[config.mk]
export PLATFORM = sky130hd
export DESIGN_NAME = jk_sync_down_counter_flat
export DESIGN_NICKNAME = d
export VERILOG_FILES = /design/src/rtl/jk_sync_down_counter_pkg.sv /design/src/rtl/jk_sync_down_counter_if.sv /design/src/rtl/jk_sync_down_counter_jk_ff_sync.sv /design/src/rtl/jk_sync_down_counter.sv /design/src/flat_wrapper.sv
export SDC_FILE = /design/constraint.sdc
export NUM_CORES = 1
export LEC_CHECK = 0
export ABC_CLOCK_PERIOD_IN_PS = 1470
export BUFFER_PORTS_ARGS = -buffer_cell sky130_fd_sc_hd__buf_2
export CORE_AREA = 4 4 41 43
export CTS_BUF_LIST = sky130_fd_sc_hd__clkbuf_4 sky130_fd_sc_hd__clkbuf_8
export CTS_CLUSTER_SIZE = 14
export DETAILED_ROUTE_END_ITERATION = 7
export DIE_AREA = 0 0 45 47
export PLACE_DENSITY = 0.65
export SLEW_MARGIN = 20
export SYNTH_ARGS = -nofsm -noshare
export SYNTH_HDL_FRONTEND = slang
export SYNTH_SLANG_ARGS = --single-unit
[constraint.sdc]
create_clock -name clk -period 1.47 [get_ports clk]
set_input_delay 0 -clock clk [delete_from_list [all_inputs] [get_ports clk]]
set_output_delay 0 -clock clk [all_outputs]
set_load 0.02 [all_outputs]
[src/rtl/jk_sync_down_counter_pkg.sv]
// Shared types and helpers for the JK-cell counter family.
// Latency: n/a (types and combinational helpers only).
// Backpressure: n/a.
package jk_cnt_pkg;

    localparam int CNT_W_DEFAULT = 4;

    // Source of the next counter value, chosen once per edge in the top.
    typedef enum logic [2:0] {
        SRC_HOLD,
        SRC_LOAD,
        SRC_DEC,
        SRC_RELOAD,
        SRC_WRAP
    } src_e;

    // Bit i of a binary down counter toggles when every lower bit is 0.
    // Bit 0 has no lower bits, so it always toggles.
    function automatic logic all_zero_below(input logic [63:0] vec, input int i);
        logic r;
        r = 1'b1;
        for (int j = 0; j < 64; j++) begin
            if ((j < i) && vec[j]) begin
                r = 1'b0;
            end
        end
        return r;
    endfunction

endpackage

[src/rtl/jk_sync_down_counter_if.sv]
// Control/status bundle of the JK counter: driver side is master, counter is slave.
// Latency: n/a (wires only).
// Backpressure: none; up_dn exists only when JK_CNT_UPDN_EN is defined.
interface jk_sync_down_counter_if
    import jk_cnt_pkg::*;
#(
    parameter int WIDTH = CNT_W_DEFAULT
);
    logic             en;
    logic             load;
    logic [WIDTH-1:0] load_val;
`ifdef JK_CNT_UPDN_EN
    logic             up_dn;
`endif
    logic             reload_en;
    logic [WIDTH-1:0] q;
    logic             zero;
    logic             tc;
    logic             underflow;

    modport master (
        output en, load, load_val,
`ifdef JK_CNT_UPDN_EN
        output up_dn,
`endif
        output reload_en,
        input  q, zero, tc, underflow
    );

    modport slave (
        input  en, load, load_val,
`ifdef JK_CNT_UPDN_EN
        input  up_dn,
`endif
        input  reload_en,
        output q, zero, tc, underflow
    );
endinterface

[src/rtl/jk_sync_down_counter_jk_ff_sync.sv]
// Single JK flip-flop cell with synchronous active-high reset to RST_VAL.
// Latency: 1 clk from J/K to q.
// Backpressure: none; J=K=0 holds.
module jk_ff_sync #(
    parameter logic RST_VAL = 1'b0
) (
    input  logic clk,
    input  logic reset,
    input  logic i_j,
    input  logic i_k,
    output logic o_q
);
    logic r_q;

    // JK truth table: hold, clear, set, toggle; reset dominates.
    always_ff @(posedge clk) begin
        if (reset) begin
            r_q <= RST_VAL;
        end else begin
            case ({i_j, i_k})
                2'b01:   r_q <= 1'b0;
                2'b10:   r_q <= 1'b1;
                2'b11:   r_q <= ~r_q;
                default: r_q <= r_q;
            endcase
        end
    end

    assign o_q = r_q;
endmodule

[src/rtl/jk_sync_down_counter.sv]
// Down counter from JK cells with load, auto-reload, tc cascade and underflow pulse.
// Latency: q/underflow update 1 clk after inputs; zero/tc are combinational.
// Backpressure: none; en=0 holds. Optional JK_CNT_UPDN_EN adds up_dn (up counting).
module jk_sync_down_counter
    import jk_cnt_pkg::*;
#(
    parameter int               WIDTH        = CNT_W_DEFAULT,
    parameter logic [WIDTH-1:0] RESET_VAL    = {WIDTH{1'b1}},
    parameter bit               STOP_AT_ZERO = 1'b0
) (
    input  logic                  clk,
    input  logic                  reset,
    jk_sync_down_counter_if.slave bus
);
    logic [WIDTH-1:0] w_q;
    logic [WIDTH-1:0] w_j;
    logic [WIDTH-1:0] w_k;
    logic             w_zero;
    logic             w_term;
    logic             w_uf_evt;
    logic             w_stop_evt;
    src_e             w_src;
    logic [WIDTH-1:0] r_reload;
    logic             r_underflow;
    logic             r_stopped;

    assign w_zero = (w_q == '0);

    // Terminal value depends on direction: 0 counting down, all-ones counting up.
`ifdef JK_CNT_UPDN_EN
    assign w_term = bus.up_dn ? (&w_q) : w_zero;
`else
    assign w_term = w_zero;
`endif

    // Terminal + enabled + not loading is the underflow (overflow) event.
    // When parked at the terminal value, only the first such cycle pulses.
    assign w_stop_evt = STOP_AT_ZERO && !bus.reload_en;
    assign w_uf_evt   = bus.en && !bus.load && w_term && !(w_stop_evt && r_stopped);

    // Next-value source with priority load > en > hold (reset handled in cells).
    always_comb begin
        w_src = SRC_HOLD;
        if (bus.load) begin
            w_src = SRC_LOAD;
        end else if (bus.en) begin
            if (!w_term)            w_src = SRC_DEC;
            else if (bus.reload_en) w_src = SRC_RELOAD;
            else if (STOP_AT_ZERO)  w_src = SRC_HOLD;
            else                    w_src = SRC_WRAP;
        end
    end

    // Per-bit J/K drive: force for load/reload/wrap, toggle-chain for counting.
    always_comb begin
        w_j = '0;
        w_k = '0;
        for (int i = 0; i < WIDTH; i++) begin
            case (w_src)
                SRC_LOAD: begin
                    w_j[i] = bus.load_val[i];
                    w_k[i] = ~bus.load_val[i];
                end
                SRC_RELOAD: begin
                    w_j[i] = r_reload[i];
                    w_k[i] = ~r_reload[i];
                end
                SRC_DEC: begin
`ifdef JK_CNT_UPDN_EN
                    w_j[i] = bus.up_dn ? all_zero_below(64'(~w_q), i)
                                       : all_zero_below(64'(w_q), i);
`else
                    w_j[i] = all_zero_below(64'(w_q), i);
`endif
                    w_k[i] = w_j[i];
                end
                SRC_WRAP: begin
`ifdef JK_CNT_UPDN_EN
                    w_j[i] = ~bus.up_dn;
                    w_k[i] = bus.up_dn;
`else
                    w_j[i] = 1'b1;
                    w_k[i] = 1'b0;
`endif
                end
                default: begin
                    w_j[i] = 1'b0;
                    w_k[i] = 1'b0;
                end
            endcase
        end
    end

    // One JK cell per count bit, each with its own reset value.
    for (genvar g = 0; g < WIDTH; g++) begin : g_cell
        jk_ff_sync #(
            .RST_VAL (RESET_VAL[g])
        ) u_cell (
            .clk   (clk),
            .reset (reset),
            .i_j   (w_j[g]),
            .i_k   (w_k[g]),
            .o_q   (w_q[g])
        );
    end

    // Reload register captures every parallel load.
    always_ff @(posedge clk) begin
        if (reset)          r_reload <= RESET_VAL;
        else if (bus.load)  r_reload <= bus.load_val;
    end

    // Underflow pulse and the parked-at-terminal flag.
    always_ff @(posedge clk) begin
        if (reset) begin
            r_underflow <= 1'b0;
            r_stopped   <= 1'b0;
        end else if (bus.load) begin
            r_underflow <= 1'b0;
            r_stopped   <= 1'b0;
        end else begin
            r_underflow <= w_uf_evt;
            if (w_uf_evt && w_stop_evt) r_stopped <= 1'b1;
        end
    end

    assign bus.q         = w_q;
    assign bus.zero      = w_zero;
    assign bus.tc        = w_term && bus.en;
    assign bus.underflow = r_underflow;
endmodule

[src/flat_wrapper.sv]
// flat-port wrapper written by rule: the top's interface ports become plain ports
module jk_sync_down_counter_flat import jk_cnt_pkg::*;
#(
    parameter int               WIDTH        = CNT_W_DEFAULT,
    parameter logic [WIDTH-1:0] RESET_VAL    = {WIDTH{1'b1}},
    parameter bit               STOP_AT_ZERO = 1'b0
)
  (clk, reset, bus_en, bus_load, bus_load_val, bus_reload_en, bus_q, bus_zero, bus_tc, bus_underflow);
  jk_sync_down_counter_if #(.WIDTH(WIDTH)) bus_i ();
  input  logic clk;
  input  logic reset;
  input wire logic [$bits(bus_i.en)-1:0] bus_en;
  input wire logic [$bits(bus_i.load)-1:0] bus_load;
  input wire logic [$bits(bus_i.load_val)-1:0] bus_load_val;
  input wire logic [$bits(bus_i.reload_en)-1:0] bus_reload_en;
  output wire logic [$bits(bus_i.q)-1:0] bus_q;
  output wire logic [$bits(bus_i.zero)-1:0] bus_zero;
  output wire logic [$bits(bus_i.tc)-1:0] bus_tc;
  output wire logic [$bits(bus_i.underflow)-1:0] bus_underflow;
  assign bus_i.en = bus_en;
  assign bus_i.load = bus_load;
  assign bus_i.load_val = bus_load_val;
  assign bus_i.reload_en = bus_reload_en;
  assign bus_q = bus_i.q;
  assign bus_zero = bus_i.zero;
  assign bus_tc = bus_i.tc;
  assign bus_underflow = bus_i.underflow;
  jk_sync_down_counter #(.WIDTH(WIDTH), .RESET_VAL(RESET_VAL), .STOP_AT_ZERO(STOP_AT_ZERO)) u_core (.clk(clk), .reset(reset), .bus(bus_i));
endmodule
After elaboration in Yosys (flattened, before gate mapping)
Index checks and enable logic that the tools add are counted.
{ "word_totals": {"ff_bits": 9, "in_bits": 9, "out_inout_bits": 7, "elab_cells": 64} }
{ "op_classes": {"n_eq_ne": 16, "n_mux": 19, "bitwise": 12, "n_reduce_logical": 11} }
{ "ops": {"columns": ["op", "n"], "rows": [
  ["one-hot mux 1 bit (3 select lines)", 9],
  ["== test 2 bit (second input constant)", 8],
  ["two-way mux 3 bit", 4],
  ["NOT 1 bit", 12],
  ["one-hot mux 1 bit (4 select lines)", 3],
  ["nonzero test 3 bit", 4],
  ["== test 2 x 1 -> 1 bit (second input constant)", 4],
  ["== test 3 x 2 -> 1 bit (second input constant)", 2],
  ["zero test 4 bit", 1],
  ["OR reduction 2 bit", 2],
  ["== test 3 x 1 -> 1 bit (second input constant)", 1],
  ["== test 3 bit (second input constant)", 1],
  ["logical AND 1 bit", 3],
  ["two-way mux 1 bit", 3],
  ["zero test 1 bit", 1]
]} }

Longest topological paths before layout
{ "depth": {"ltp_word": 9, "mapped_depth": 3, "ltp_nobuf": 3} }

Hierarchy
From an unflattened synthesis, not the netlist that was laid out.
{ "hier_totals": {"hier_cells": 61, "hier_area_um2": 506.7} }
{ "modules_own_cells": {"columns": ["module", "n_inst", "cells_each", "area_each_um2", "seq_area_each_um2"], "rows": [
  ["jk_sync_down_counter", 1, 45, 356.6, 100.1],
  ["jk_ff_sync", 4, 4, 37.5, 20.0]
]} }

Worst setup path after synthesis
Ideal clock, no wire load.
{ "synth_timing": {"kind": "register to register", "start": "register u_core.g_cell[3].u_cell.r_q", "end": "register u_core.g_cell[1].u_cell.r_q", "setup_time_ns": 0.131, "t_arrival_ns": 1.016, "path_slack_ns": 0.323, "stages_incl_launch_ff": 4, "synth_period_minus_slack_ns": 1.147, "cell_sequence": "dfxtp_1 -> or4b_4 -> nor2_1 -> o41ai_1"} }
{ "synth_between": {"elab_chain_cells": 8, "elab_cells_between_ends": 15} }
{ "synth_lines": {"columns": ["element", "line_no", "text"], "rows": [
  ["start: declaration", "jk_sync_down_counter_jk_ff_sync.sv:13", "logic r_q;"],
  ["start signal: assignment", "jk_sync_down_counter_jk_ff_sync.sv:23", "2'b11: r_q <= ~r_q;"],
  ["start signal: assignment", "jk_sync_down_counter_jk_ff_sync.sv:24", "default: r_q <= r_q;"],
  ["zero test 4 bit *", "jk_sync_down_counter.sv:27", "assign w_zero = (w_q == '0);"],
  ["two-way mux 3 bit *", "jk_sync_down_counter.sv:47", "if (!w_term) w_src = SRC_DEC;"],
  ["two-way mux 3 bit *", "jk_sync_down_counter.sv:46", "end else if (bus.en) begin"],
  ["two-way mux 3 bit *", "jk_sync_down_counter.sv:44", "if (bus.load) begin"],
  ["== test 3 bit (tied with other cells)", "jk_sync_down_counter.sv:59", "case (w_src)"],
  ["one-hot mux 1 bit (4 select lines) or one-hot mux 1 bit (3 select lines) (tied branches)", "jk_sync_down_counter.sv:59", null],
  ["== test 2 bit or == test 2 x 1 -> 1 bit (tied branches)", "jk_sync_down_counter_jk_ff_sync.sv:20", "case ({i_j, i_k})"],
  ["one-hot mux 1 bit (3 select lines) or nonzero test 3 bit (tied branches)", null, null],
  ["end signal: assignment", "jk_sync_down_counter_jk_ff_sync.sv:23", null],
  ["end signal: assignment", "jk_sync_down_counter_jk_ff_sync.sv:24", null],
  ["end: declaration", "jk_sync_down_counter_jk_ff_sync.sv:13", null]
]} }
Every way passes the cells marked *; elsewhere a longest branch is shown, timed or not.
A chain may end at the register's enable or synchronous reset.

Final worst setup path
{ "layout_timing": {"start": "register u_core.g_cell[0].u_cell.r_q", "end": "output port bus_tc"} }
{ "layout_between": {"elab_chain_cells": 2} }
{ "layout_lines": {"columns": ["element", "line_no", "text"], "rows": [
  ["start: declaration", "jk_sync_down_counter_jk_ff_sync.sv:13", null],
  ["start signal: assignment", "jk_sync_down_counter_jk_ff_sync.sv:23", null],
  ["start signal: assignment", "jk_sync_down_counter_jk_ff_sync.sv:24", null],
  ["zero test 4 bit", "jk_sync_down_counter.sv:27", null],
  ["logical AND 1 bit", "jk_sync_down_counter.sv:129", "assign bus.tc = w_term && bus.en;"],
  ["end: declaration", "flat_wrapper.sv:18", "output wire logic [$bits(bus_i.tc)-1:0] bus_tc;"]
]} }
Every way passes these cells.

==> metrics.yaml <==
timing:
  timing.fmax_ghz: 0.8278
  setup-tns-final_ns: 0
  layout_worst_path_cycle_share_pct: 82.18
  tightestPinTransition_ns: 0.3704
  post_route_worst_setup_slack_ns: 0.2619
  hold-worst-slack_ns: 0.02924
  rsz_0062_raised_after_global_routing: "no"
  report.final.hold_viol_count: 0
  number_of_setup_violations_in_the_final_report: 0
  layout_min_cycle_time_ns: 1.208
  max-slew-margin-rel_pct: 75.25
  maxSlewViolCount: 0
  setup_skew_after_layout_ns: 0.0002252
worst_setup_path:
  worstReg2RegStart: "u_core.g_cell[3].u_cell.o_q"
  timing.critical_path.arrival_ns: 1.21
  worstSetupStartpointType: "register"
  r2r_end: "u_core.g_cell[0].u_cell.o_q"
  path_class: "reg -> out"
  timing.critical_path.from: "u_core.g_cell[0].u_cell.o_q"
  timing.reg2reg.setup_slack_ns: 0.27
  critical_path.max_fanout: 5
  endpoint_kind: "output port"
  timing.critical_path.required_ns: 1.47
  setup_crit_end: "bus_tc"
  r2r_cells: 3
clocking:
  clock_latency_ns: 0.26
  clock_sinks: 9
  tritoncts: "yes"
  cts_buffer_depth: 2
  cts_setup_buffers: 0
  h-tree-depth: 1
  clk_transition_reported_paths_ns: 0.06
  cts_root_buffer: "clkbuf_4"
  numCtsBuffers: 3
  quantity_of_gates_resized_following_cts: 0
yosys:
  ys_warn_count: 0
  seq_area_frac_synth_pct: 41.26
  synth-async-reset-ratio_pct: 0
  synth_cells: 47
  synth.lib_cells_used.distinct: 23
  synth.cell_area_um2: 436.7
  post_synth_edffs: 0
  syn-mean-instance-area_um2: 9.291
  ys_dominant_reg_cell: "dfxtp_1"
  postSynthRegisterBits: 9
  post_synth_net_total: 56
grt:
  via_count_of_the_first_global_routing_pass: 313
  grt_first_pass_wirelength_um: 1449
  grt_overflow: 0
  globalRouteTotalUtil_pct: 9.905
  antenna_found_initial: 0
  maximum_number_of_pins_on_one_net_before_global_route_repair: 18
power_and_ir_drop:
  powerDensity_nw_per_um2: 993.0
  netSwitchingPower_uw: 139.2
  clock_share_of_power_pct: 36.6
  leakage_nw: 0.2559
  design_internal_power_uw: 422.4
  power.ir.vdd_worst_v: 0.0004504
  p_total_uw: 561.6
  seqPwrFrac_pct: 49.3
  p_comb_share_pct: 14.1
  power_switching_share_pct: 24.79
cells_and_area:
  layout.cells.most_common: "buf_2"
  fin_nets: 75
  count_of_inserted_antenna_diode_cells: 0
  mostFrequentLayoutCells: "buf_2, dfxtp_1, inv_1, clkbuf_4, dlygate4sd3_1"
  syn2layout_area_growth_pct: 29.51
  stdcell_area_um2: 565.5
  share_of_layout_cells_above_drive_strength_1_pct: 32.31
placed_design:
  portBuffers: 15
  dpl_worst_slack_ns: 0.2653
  gp_congestion: 0.6846
  dpl_cell_area_um2: 495.5
  detailedPlacementHpwl_um: 662.7
floorplan:
  floorplan.die.height_um: 47
  die-width_um: 45
  fp.dieArea_um2: 2115
  fp-row-count: 13
  initial_core_utilization_pct: 33.56
  placeableCoreArea_um2: 1301
  boundaryPins: 16
detailed_routing:
  ant_nets: 0
  drt_iter0_markers: 8
  detailedRoute.firstPassIterationCount: 4
  detailroute.via_count: 401
  totalWireLength_um: 894
  drc: 0
  route.detailed.wl_per_inst_um: 11.18
  route.detailed.vias_per_inst: 5.013
hold_path:
  holdCritPathClass: "in -> reg"
outcome:
  status: "finished clean"
run:
  timing.max_cap.violations: 0
cells by family after synthesis:
group	after synthesis	synth area share [%]
simple gates	15	23.50
compound gates	14	23.79
flops	9	41.26
buf+inv	9	11.46
through the flow:
step | util (%) | std cells
2_1_floorplan | - | 47
6_report | 43.46 | 80
5_1_grt | 43.46 | 80
4_1_cts | 43.46 | 80
3_5_place_dp | 38.08 | 72
3_3_place_gp | 38.08 | 72
cells in the mapped netlist, drive strengths merged (2+ instances only):
library cell / number / share of area (%)
buf: 5 / 8.0
nor3b: 2 / 3.4
inv: 4 / 3.4
nor4: 2 / 2.9
o311ai: 2 / 4.0
nor2: 3 / 2.6
a211o: 2 / 4.0
dfxtp: 9 / 41
a21oi: 2 / 2.3
o21ai: 2 / 2.3
nor2b: 3 / 4.3
critical path, cell delays in order (launching register included):
cell	delay [ns]
dfxtp_1	0.33
nand2b_1	0.20
nor4_1	0.20
buf_2	0.21
worst min-delay path by stage:
stage | startpoint | end | slack, ns | depth (start not counted)
2_1_floorplan | reset | u_core.r_reload[0] | 0.1 | 1
3_3_place_gp | bus_load_val[0] | u_core.r_reload[0] | 0.22 | 2
3_5_place_dp | bus_load_val[1] | u_core.r_reload[1] | 0.23 | 2
4_1_cts | reset | u_core.r_reload[1] | 0.02 | 2
5_1_grt | reset | u_core.r_reload[1] | 0.02 | 2
6_report | reset | u_core.r_reload[1] | 0.03 | 2
layout make-up:
type                    count  area (um^2)
well taps                  15        18.77
multi-input cells          29        206.4
repair buffers             19        115.1
fillers                   139        735.7
inverters                   4        15.01
flip-flops and latches      9        180.2
clock buffers               4        30.03
registers in the layout (all words and copies together) (netlist names):
signal                    flops
u_core.g_cell.u_cell.o_q      4
u_core.r_reload               4
u_core.bus.underflow          1
power by group through the flow:
| stage | logic [mW] | clock network [mW] | registers [mW] |
|---|---|---|---|
| floorplan | 0.0556 | 0 | 0.278 |
| global placement | 0.0714 | 0 | 0.282 |
| detailed placement | 0.0718 | 0 | 0.283 |
| CTS | 0.0799 | 0.214 | 0.278 |
| global route | 0.0872 | 0.235 | 0.279 |
| finish | 0.0792 | 0.205 | 0.277 |
routing by layer:
metal	part of all wire (%)	track usage (%)
met1	48	13.07
met5	0	0
met2	38	11.86
met3	12	6.513
met4	1.0	5.263
timing repair:
action / CTS / global route
hold buffers: 4 / 0
hold endpoints to repair: 7 / 0
endpoints found under the setup margin: 0 / 0
No activity file was read; power rests on OpenSTA's default activity.
